`config.mk`:
```
export PLATFORM = sky130hd
export DESIGN_NAME = dma_priority_arbiter
export DESIGN_NICKNAME = d
export VERILOG_FILES = /design/src/rtl/dma_arbiter_pkg.sv /design/src/rtl/dma_priority_encoder.sv /design/src/rtl/dma_priority_arbiter.sv
export SDC_FILE = /design/constraint.sdc
export NUM_CORES = 1
export LEC_CHECK = 0
export ABC_AREA = 0
export CAP_MARGIN = 20
export CELL_PAD_IN_SITES_DETAIL_PLACEMENT = 0
export CELL_PAD_IN_SITES_GLOBAL_PLACEMENT = 2
export CORE_MARGIN = 2
export CORE_UTILIZATION = 26
export DETAILED_ROUTE_END_ITERATION = 7
export PLACE_DENSITY = 0.89
export SYNTH_ARGS = -nofsm -noshare
export SYNTH_HDL_FRONTEND = slang
export SYNTH_SLANG_ARGS = --single-unit
```
`constraint.sdc`:
```
create_clock -name CLK -period 4.7 [get_ports CLK]
set_input_delay 1.41 -clock CLK [delete_from_list [all_inputs] [get_ports CLK]]
set_output_delay 1.41 -clock CLK [all_outputs]
set_load 0.005 [all_outputs]
```
`src/rtl/dma_arbiter_pkg.sv`:
```
// Shared types and the priority pick function for the DMA request arbiter.
//   arb_state_t : bus-hold sequencer states
//   ch_t        : 2-bit channel select
//   win_t       : {found, ch} result of a priority pick
//   next_winner : fixed (0>1>2>3) or rotating pick starting at low_pri+1
package dma_arbiter_pkg;

   localparam int unsigned NumCh = 4;

   typedef logic [1:0] ch_t;

   typedef enum logic [1:0] {
      IDLE    = 2'd0,
      REQ     = 2'd1,
      SERVE   = 2'd2,
      RELEASE = 2'd3
   } arb_state_t;

   typedef struct packed {
      logic found;
      ch_t  ch;
   } win_t;

   // Scan from lowest to highest priority so the last hit is the winner.
   function automatic win_t next_winner(input logic [NumCh-1:0] eff,
                                        input ch_t              low_pri,
                                        input logic             rotate);
      win_t w;
      ch_t  base;
      ch_t  idx;
      w.found = 1'b0;
      w.ch    = '0;
      base    = rotate ? ch_t'(low_pri + 2'd1) : 2'd0;
      for (int i = NumCh - 1; i >= 0; i--) begin
         idx = ch_t'(base + ch_t'(i));
         if (eff[idx]) begin
            w.found = 1'b1;
            w.ch    = idx;
         end
      end
      return w;
   endfunction

endpackage

```
`src/rtl/dma_priority_encoder.sv`:
```
// Combinational 4-way priority pick, fixed or rotating.
//   eff_i     : effective request vector
//   low_pri_i : channel that currently has lowest priority (rotating mode only)
//   rotate_i  : 0 = fixed 0>1>2>3, 1 = rotating
//   found_o   : at least one request present
//   ch_o      : winning channel (valid when found_o=1)
module dma_priority_encoder
   import dma_arbiter_pkg::*;
(
   input  logic [NumCh-1:0] eff_i,
   input  ch_t              low_pri_i,
   input  logic             rotate_i,
   output logic             found_o,
   output ch_t              ch_o
);

   win_t win;

   assign win     = next_winner(eff_i, low_pri_i, rotate_i);
   assign found_o = win.found;
   assign ch_o    = win.ch;

endmodule

```
`src/rtl/dma_priority_arbiter.sv`:
```
// Request arbiter and bus-hold sequencer for the 4-channel DMA controller.
// Combines hardware DREQ and software requests, runs the HRQ/HLDA handshake and
// holds DACK on the granted channel until the timing engine signals serviceDone.
//
// Ports:
//   CLK, RESET    : clock, asynchronous active-high reset
//   DREQ          : raw channel request pins
//   softReq       : software request bits (never masked, never synchronized)
//   mask          : 1 = ignore hardware DREQ on that channel
//   cmdDisable    : blocks new arbitration (IDLE->REQ only)
//   cmdRotate     : 0 = fixed priority, 1 = rotating priority
//   cmdDreqLow    : DREQ sensed active low
//   cmdDackHigh   : DACK driven active high
//   HLDA          : hold acknowledge from CPU
//   serviceDone   : 1-cycle end-of-service pulse
//   HRQ           : hold request to CPU
//   DACK          : channel acknowledge
//   grantValid    : a channel is in service
//   grantCh       : channel in service
//
// Build option: define DMA_DREQ_SYNC_EN to pass DREQ through a 2-flop
// synchronizer (DREQ-to-HRQ latency 3 cycles instead of 1).
module dma_priority_arbiter
   import dma_arbiter_pkg::*;
#(
   parameter int unsigned NUM_CH = 4
) (
   input  logic              CLK,
   input  logic              RESET,
   input  logic [NUM_CH-1:0] DREQ,
   input  logic [NUM_CH-1:0] softReq,
   input  logic [NUM_CH-1:0] mask,
   input  logic              cmdDisable,
   input  logic              cmdRotate,
   input  logic              cmdDreqLow,
   input  logic              cmdDackHigh,
   input  logic              HLDA,
   input  logic              serviceDone,
   output logic              HRQ,
   output logic [NUM_CH-1:0] DACK,
   output logic              grantValid,
   output ch_t               grantCh
);

   arb_state_t        state_q, state_d;
   ch_t               grant_ch_q, grant_ch_d;
   ch_t               low_pri_q, low_pri_d;
   logic [NUM_CH-1:0] dreq_s;
   logic [NUM_CH-1:0] eff;
   logic [NUM_CH-1:0] dack_act;
   logic              win_found;
   ch_t               win_ch;

`ifdef DMA_DREQ_SYNC_EN
   logic [NUM_CH-1:0] dreq_meta_q, dreq_sync_q;

   always_ff @(posedge CLK or posedge RESET) begin
      if (RESET) begin
         dreq_meta_q <= '0;
         dreq_sync_q <= '0;
      end else begin
         dreq_meta_q <= DREQ;
         dreq_sync_q <= dreq_meta_q;
      end
   end

   assign dreq_s = dreq_sync_q;
`else
   assign dreq_s = DREQ;
`endif

   // Polarity is applied before the mask; software requests bypass both.
   assign eff = softReq | (~mask & (dreq_s ^ {NUM_CH{cmdDreqLow}}));

   dma_priority_encoder u_enc (
      .eff_i     (eff),
      .low_pri_i (low_pri_q),
      .rotate_i  (cmdRotate),
      .found_o   (win_found),
      .ch_o      (win_ch)
   );

   always_ff @(posedge CLK or posedge RESET) begin
      if (RESET) begin
         state_q    <= IDLE;
         grant_ch_q <= '0;
         low_pri_q  <= 2'd3;
      end else begin
         state_q    <= state_d;
         grant_ch_q <= grant_ch_d;
         low_pri_q  <= low_pri_d;
      end
   end

   always_comb begin
      state_d    = state_q;
      grant_ch_d = grant_ch_q;
      low_pri_d  = low_pri_q;
      case (state_q)
         IDLE: begin
            if (!cmdDisable && (|eff)) state_d = REQ;
         end
         REQ: begin
            // Arbitration happens in the HLDA cycle, so a withdrawn request
            // releases the bus without ever asserting DACK.
            if (HLDA) begin
               if (win_found) begin
                  grant_ch_d = win_ch;
                  state_d    = SERVE;
               end else begin
                  state_d = RELEASE;
               end
            end
         end
         SERVE: begin
            if (serviceDone) begin
               if (cmdRotate) low_pri_d = grant_ch_q;
               // HLDA already gone means no release wait is needed.
               state_d = HLDA ? RELEASE : IDLE;
            end else if (!HLDA) begin
               state_d = IDLE;
            end
         end
         RELEASE: begin
            if (!HLDA) state_d = IDLE;
         end
         default: state_d = IDLE;
      endcase
   end

   assign HRQ        = (state_q == REQ) || (state_q == SERVE);
   assign grantValid = (state_q == SERVE);
   assign grantCh    = grant_ch_q;
   assign dack_act   = grantValid ? (NUM_CH'(1) << grant_ch_q) : '0;
   assign DACK       = cmdDackHigh ? dack_act : ~dack_act;

endmodule
```
==> results of run 1 <==
==> layer usage <==
metal / part of all wire / vias up
li1: - / 360
met1: 0.47 / 318
met2: 0.47 / 18
met3: 0.064 / 0
met4: 0 / 0
met5: 0 / -
==> report_power, final <==
group / switching (mW) / total, mW / internal [mW]
clock network: 0.0206 / 0.0497 / 0.0290
registers: 0.0468 / 0.133 / 0.0864
logic: 0.108 / 0.268 / 0.160
==> worst paths after layout <==
check | from | slack [ps] | end | depth (start not counted)
setup / recovery | cmdDackHigh | 610 | DACK[2] | 3
hold / removal | state_q[1] | 560 | state_q[1] | 1
max in group asynchronous | RESET | 3060 | low_pri_q[1] | 2
hold reg to reg | state_q[1] | 560 | state_q[1] | 1
setup reg to reg | state_q[0] | 2920 | state_q[1] | 8
min in group asynchronous | RESET | 1370 | grantCh[0] | 2
==> cells by family (layout without fill, tap and decap cells) <==
group / after synthesis / count (layout) / share of synthesized area
compound gates: 27 / 27 / 0.2619
xor+xnor: 8 / 8 / 0.1412
fa+ha+maj: 5 / 5 / 0.08503
buf+inv: 6 / 34 / 0.04080
flops: 6 / 6 / 0.2075
mux: 2 / 2 / 0.03061
simple gates: 32 / 32 / 0.2330
==> flip-flops by register name, summed over array words and instances, names as in the netlist <==
signal	count
grantCh	2
state_q	2
low_pri_q	2
==> stage by stage <==
step / total power, mW / hold slack (ps)
after floorplan: 0.2882 / 499.5
after global placement: 0.4017 / 543.8
after detailed placement: 0.4044 / 548.2
after CTS: 0.4558 / 557.8
after global routing: 0.5001 / 603.7
final: 0.4509 / 563.8
==> worst reg2reg max path, stage by stage, from the launching register on <==
cell	delay, ps
dfrtp_1	440
inv_1	140
ha_1	170
nor2b_1	130
o21ai_0	90
o41a_1	350
a21boi_1	160
a21oi_1	140
a31oi_1	50
==> cell type report <==
class,instances,area [sq um]
tap,31,38.79
sequential,6,152.6
timing repair buffer,27,270.3
fill,298,1658
multi-input combinational,74,553.0
clock buffer,3,22.52
inverter,4,15.01
==> cell usage after synthesis (3+ instances only) <==
cell type	instances	share of area
a21oi_1	6	0.041
a31oi_1	3	0.026
dfrtp_1	4	0.14
ha_1	5	0.085
inv_1	4	0.020
nand2_1	6	0.031
nand2b_1	3	0.026
nor2_1	10	0.051
nor3b_1	3	0.031
o21ai_0	6	0.041
xnor2_1	4	0.048
==> flow_summary.yaml, run 1 <==
run_status:
  status: "completed"
worst_setup_path:
  start_kind: "input port"
  path_common_cell: "clkdlybuf4s50_1"
  path_cells: "clkdlybuf4s50_1 > xnor2_1 > clkdlybuf4s50_1"
  cp-end-kind: "primary output"
  crit_required_ps: 3290
  cp_data_arrival_time_ps: 2680
  crit_path_top_delay_cell: "clkdlybuf4s50_1"
  max_stage_delay_ps: 590
  critPathBufInv: 2
  worstSetupPathType: "in -> out"
  crit_fanout: 4
  crit_family: "buffers and inverters"
timing:
  fin_tns_setup_ps: 0
  timing.fmax_ghz: 0.2445
  rsz0062_at_grt: "false"
  tightest_slew_ps: 425.1
  slew_violations: 0
  finalClockSkew_ps: 9.661
  setup_viol_count_final: 0
  final_hold_viol_count: 0
  fin_ws_ps: 609.6
  slew_headroom: 0.7157
  period_minus_slack_ps: 4090
  period_share: 0.8703
route:
  avgViaCountPerCell: 4.800
  wl_per_cell_um: 11.19
  routed_wl_um: 1622
  drc: 0
  first_iter_violations: 25
  ant_nets: 0
  drt_first_pass_iters: 4
  vias: 696
clock_network:
  cts.clk_slew.worst_paths_ps: 50
  numCtsBuffers: 3
  cts_buffer_depth: 2
  cts_hold_buf: 0
  cts-resized-gates: 0
  clock-sinks: 6
  cts_tree: "built"
  htreeDepth: 1
  cts_root_buf: "clkbuf_4"
  cts_setup_buffers: 0
  clk_latency_ps: 250
grt:
  grt_max_degree: 10
  grt.overflow.total: 0
  antenna_found_initial: 0
  busiest_layer: "met2"
  grt.total_usage: 0.1051
  grt_pass1_vias: 628
  grt_use_met2: 0.1724
  met3_usage: 0.04082
  grt_pass1_wl_um: 2704
  grt_use_met1: 0.1365
place:
  placement.cell_area_sq_mm: 0.001030
  dpl.cell_count: 142
  place_ws_ps: 601.3
  dp_hpwl_um: 1354
  port_buffers: 27
  gp_congestion: 0.7493
synthesis:
  netlist_instances: 86
  synth-edff-count: 0
  syn_area_per_cell_sq_um: 8.555
  synthFlopType: "dfrtp_1"
  seq_area_frac_synth: 0.2075
  ys_seq_elements: 6
  yosys.cell_types.count: 34
  synth_nets: 111
  yosys_warnings: 0
  ys_async_sr_fraction: 1.000
  synthesis.area_sq_um: 735.7
final_layout:
  final_cells: 145
  utilization: 0.3883
  antenna_cells: 0
  mostFrequentLayoutCells: "27 x clkdlybuf4s50_1, 10 x nor2_1, 6 x nand2_1, 6 x a21oi_1, 6 x o21ai_0"
  nets: 141
  drive_above_1_share: 0.1053
  final_common_cell: "clkdlybuf4s50_1"
  stdcell_area_sq_mm: 0.001052
  area_delta_synth_final_pct: 43.03
floorplanning:
  core-area_sq_mm: 0.002710
  dieWidth_um: 57.20
  ios: 28
  die_h_um: 57.20
  dieArea_sq_mm: 0.003271
  rows: 19
  initial_core_util: 0.2715
power_and_ir_drop:
  peakVddDrop_v: 0.0003615
  p_leak_nw: 0.4062
  p_per_area_mw_per_mm2: 428.5
min_path:
  hp-class: "reg -> reg"
run:
  max_cap_violations: 0
Power figures use the tool's default switching activity.
==> run 2: changes to the inputs <==
- CORE_ASPECT_RATIO: default -> 1.4
- HOLD_SLACK_MARGIN: default -> 0.12
- MAX_ROUTING_LAYER: default -> met4
==> flow_summary.yaml, run 2 (synthesis gave the netlist of run 1 again) <==
timing:
  hold_ws_ps: 572.6
  period_share: 0.8708
  tightest_slew_ps: 419.3
  rsz0062_at_grt: "false"
  fin_tns_setup_ps: 0
  period_minus_slack_ps: 4093
  finalClockSkew_ps: 3.906
  timing.fmax_ghz: 0.2443
  slew_violations: 0
  setup_viol_count_final: 0
  fin_ws_ps: 607.2
  final_hold_viol_count: 0
  slew_headroom: 0.7196
clock_network:
  cts_tree: "built"
  htreeDepth: 1
  cts_buffer_depth: 2
  clk_latency_ps: 240
  cts_hold_buf: 0
  cts_setup_buffers: 0
  cts-resized-gates: 0
  cts_root_buf: "clkbuf_4"
  cts.clk_slew.worst_paths_ps: 50
  clock-sinks: 6
  numCtsBuffers: 3
worst_setup_path:
  path_cells: "clkdlybuf4s50_1 > xor2_1 > clkdlybuf4s50_1"
  crit_path_top_delay_cell: "clkdlybuf4s50_1"
  cp-end-kind: "primary output"
  start_kind: "input port"
  crit_required_ps: 3290
  r2r_start: "state_q[0]"
  ff2ff_path_depth: 8
  cp_data_arrival_time_ps: 2680
  crit_path_end: "DACK[3]"
  startpoint: "cmdDackHigh"
  r2r_setup_slack_ps: 2890
  reg2reg_to: "state_q[1]"
  crit_fanout: 4
  worstSetupPathType: "in -> out"
  max_stage_delay_ps: 580
  path_common_cell: "clkdlybuf4s50_1"
place:
  dpl.cell_count: 147
  place_ws_ps: 586.8
  dp_hpwl_um: 1388
  gp_congestion: 0.8491
  port_buffers: 27
route:
  routed_wl_um: 1660
  ant_nets: 0
  avgViaCountPerCell: 4.607
  drc: 0
  drt_first_pass_iters: 4
  first_iter_violations: 9
  vias: 691
  wl_per_cell_um: 11.07
final_layout:
  mostFrequentLayoutCells: "27 x clkdlybuf4s50_1, 10 x nor2_1, 6 x nand2_1, 6 x a21oi_1, 6 x o21ai_0"
  drive_above_1_share: 0.1053
  antenna_cells: 0
  final_cells: 150
  final_common_cell: "clkdlybuf4s50_1"
  fillers: 268
  area_delta_synth_final_pct: 43.88
  nets: 141
grt:
  grt_max_degree: 10
  grt.total_usage: 0.1126
  grt.overflow.total: 0
  grt_pass1_vias: 684
  grt_pass1_wl_um: 2884
  antenna_found_initial: 0
floorplanning:
  die_h_um: 66.94
  core-area_sq_mm: 0.002670
  dieArea_sq_mm: 0.003277
  ios: 28
  initial_core_util: 0.2755
  dieWidth_um: 48.96
  rows: 22
power_and_ir_drop:
  peakVddDrop_v: 0.0002553
  p_leak_nw: 0.4062
  p_per_area_mw_per_mm2: 428.6
  power_uw: 453.7
run_status:
  status: "completed"
run:
  max_cap_violations: 0
min_path:
  hp-class: "reg -> reg"
run 2: cell counts in the layout (fill, tap and decap cells not counted):
Identical to the previous run, type by type.
run 2: power breakdown:
| part | internal (mW) | switching, mW |
|---|---|---|
| Sequential | 0.0864 | 0.0497 |
| Clock | 0.0288 | 0.0166 |
| Combinational | 0.161 | 0.111 |
| Total | 0.276 | 0.178 |
run 2: through the flow:
| stage | cell area (sq um) | util |
|---|---|---|
| 3_3_place_gp | 1036 | 0.3880 |
| 5_1_grt | 1059 | 0.3964 |
| 6_report | 1059 | 0.3964 |
| 2_1_floorplan | 735.7 | - |
| 3_5_place_dp | 1036 | 0.3880 |
| 4_1_cts | 1059 | 0.3964 |
run 2: worst min path at each step:
stage | cells after the start | slack, ps | start | to
floorplan | 1 | 500 | state_q[1] | state_q[1]
CTS | 1 | 570 | state_q[1] | state_q[1]
global route | 1 | 590 | state_q[1] | state_q[1]
global placement | 1 | 540 | state_q[1] | state_q[1]
detailed placement | 1 | 560 | state_q[1] | state_q[1]
finish | 1 | 570 | state_q[1] | state_q[1]
run 2: layout make-up:
cell class	instances	area, sq um	area share
repair buffers	27	270.3	0.2553
well taps	36	45.04	0.04255
flip-flops and latches	6	152.6	0.1442
clock buffers	3	22.52	0.02128
inverters	4	15.01	0.01418
multi-input cells	74	553.0	0.5225
run 2: worst max-delay path, delay by kind of cell:
family | cells | cell delay (ps)
xor gates and xnor gates | 1 | 170
buffers and inverters | 2 | 1100
run 2: per-layer routing:
| metal | global-route usage | wire length [um] | vias up |
|---|---|---|---|
| li1 | - | - | 364 |
| met1 | 0.1119 | 739 | 310 |
| met2 | 0.2260 | 869 | 17 |
| met3 | 0.01570 | 51 | 0 |
| met4 | 0.03214 | 0 | 0 |
| met5 | - | 0 | - |
==> run 3: changes to the inputs <==
- CAP_MARGIN: 20 -> default
- MAX_ROUTING_LAYER: met4 -> default
==> results of run 3 <==
Final layout, timing and power as in run 2 (identical DEF).
Main changes from that run: final weighted congestion in routability-driven placement 0.8491 -> 0.8362; overall routing resource usage 0.1126 -> 0.1097
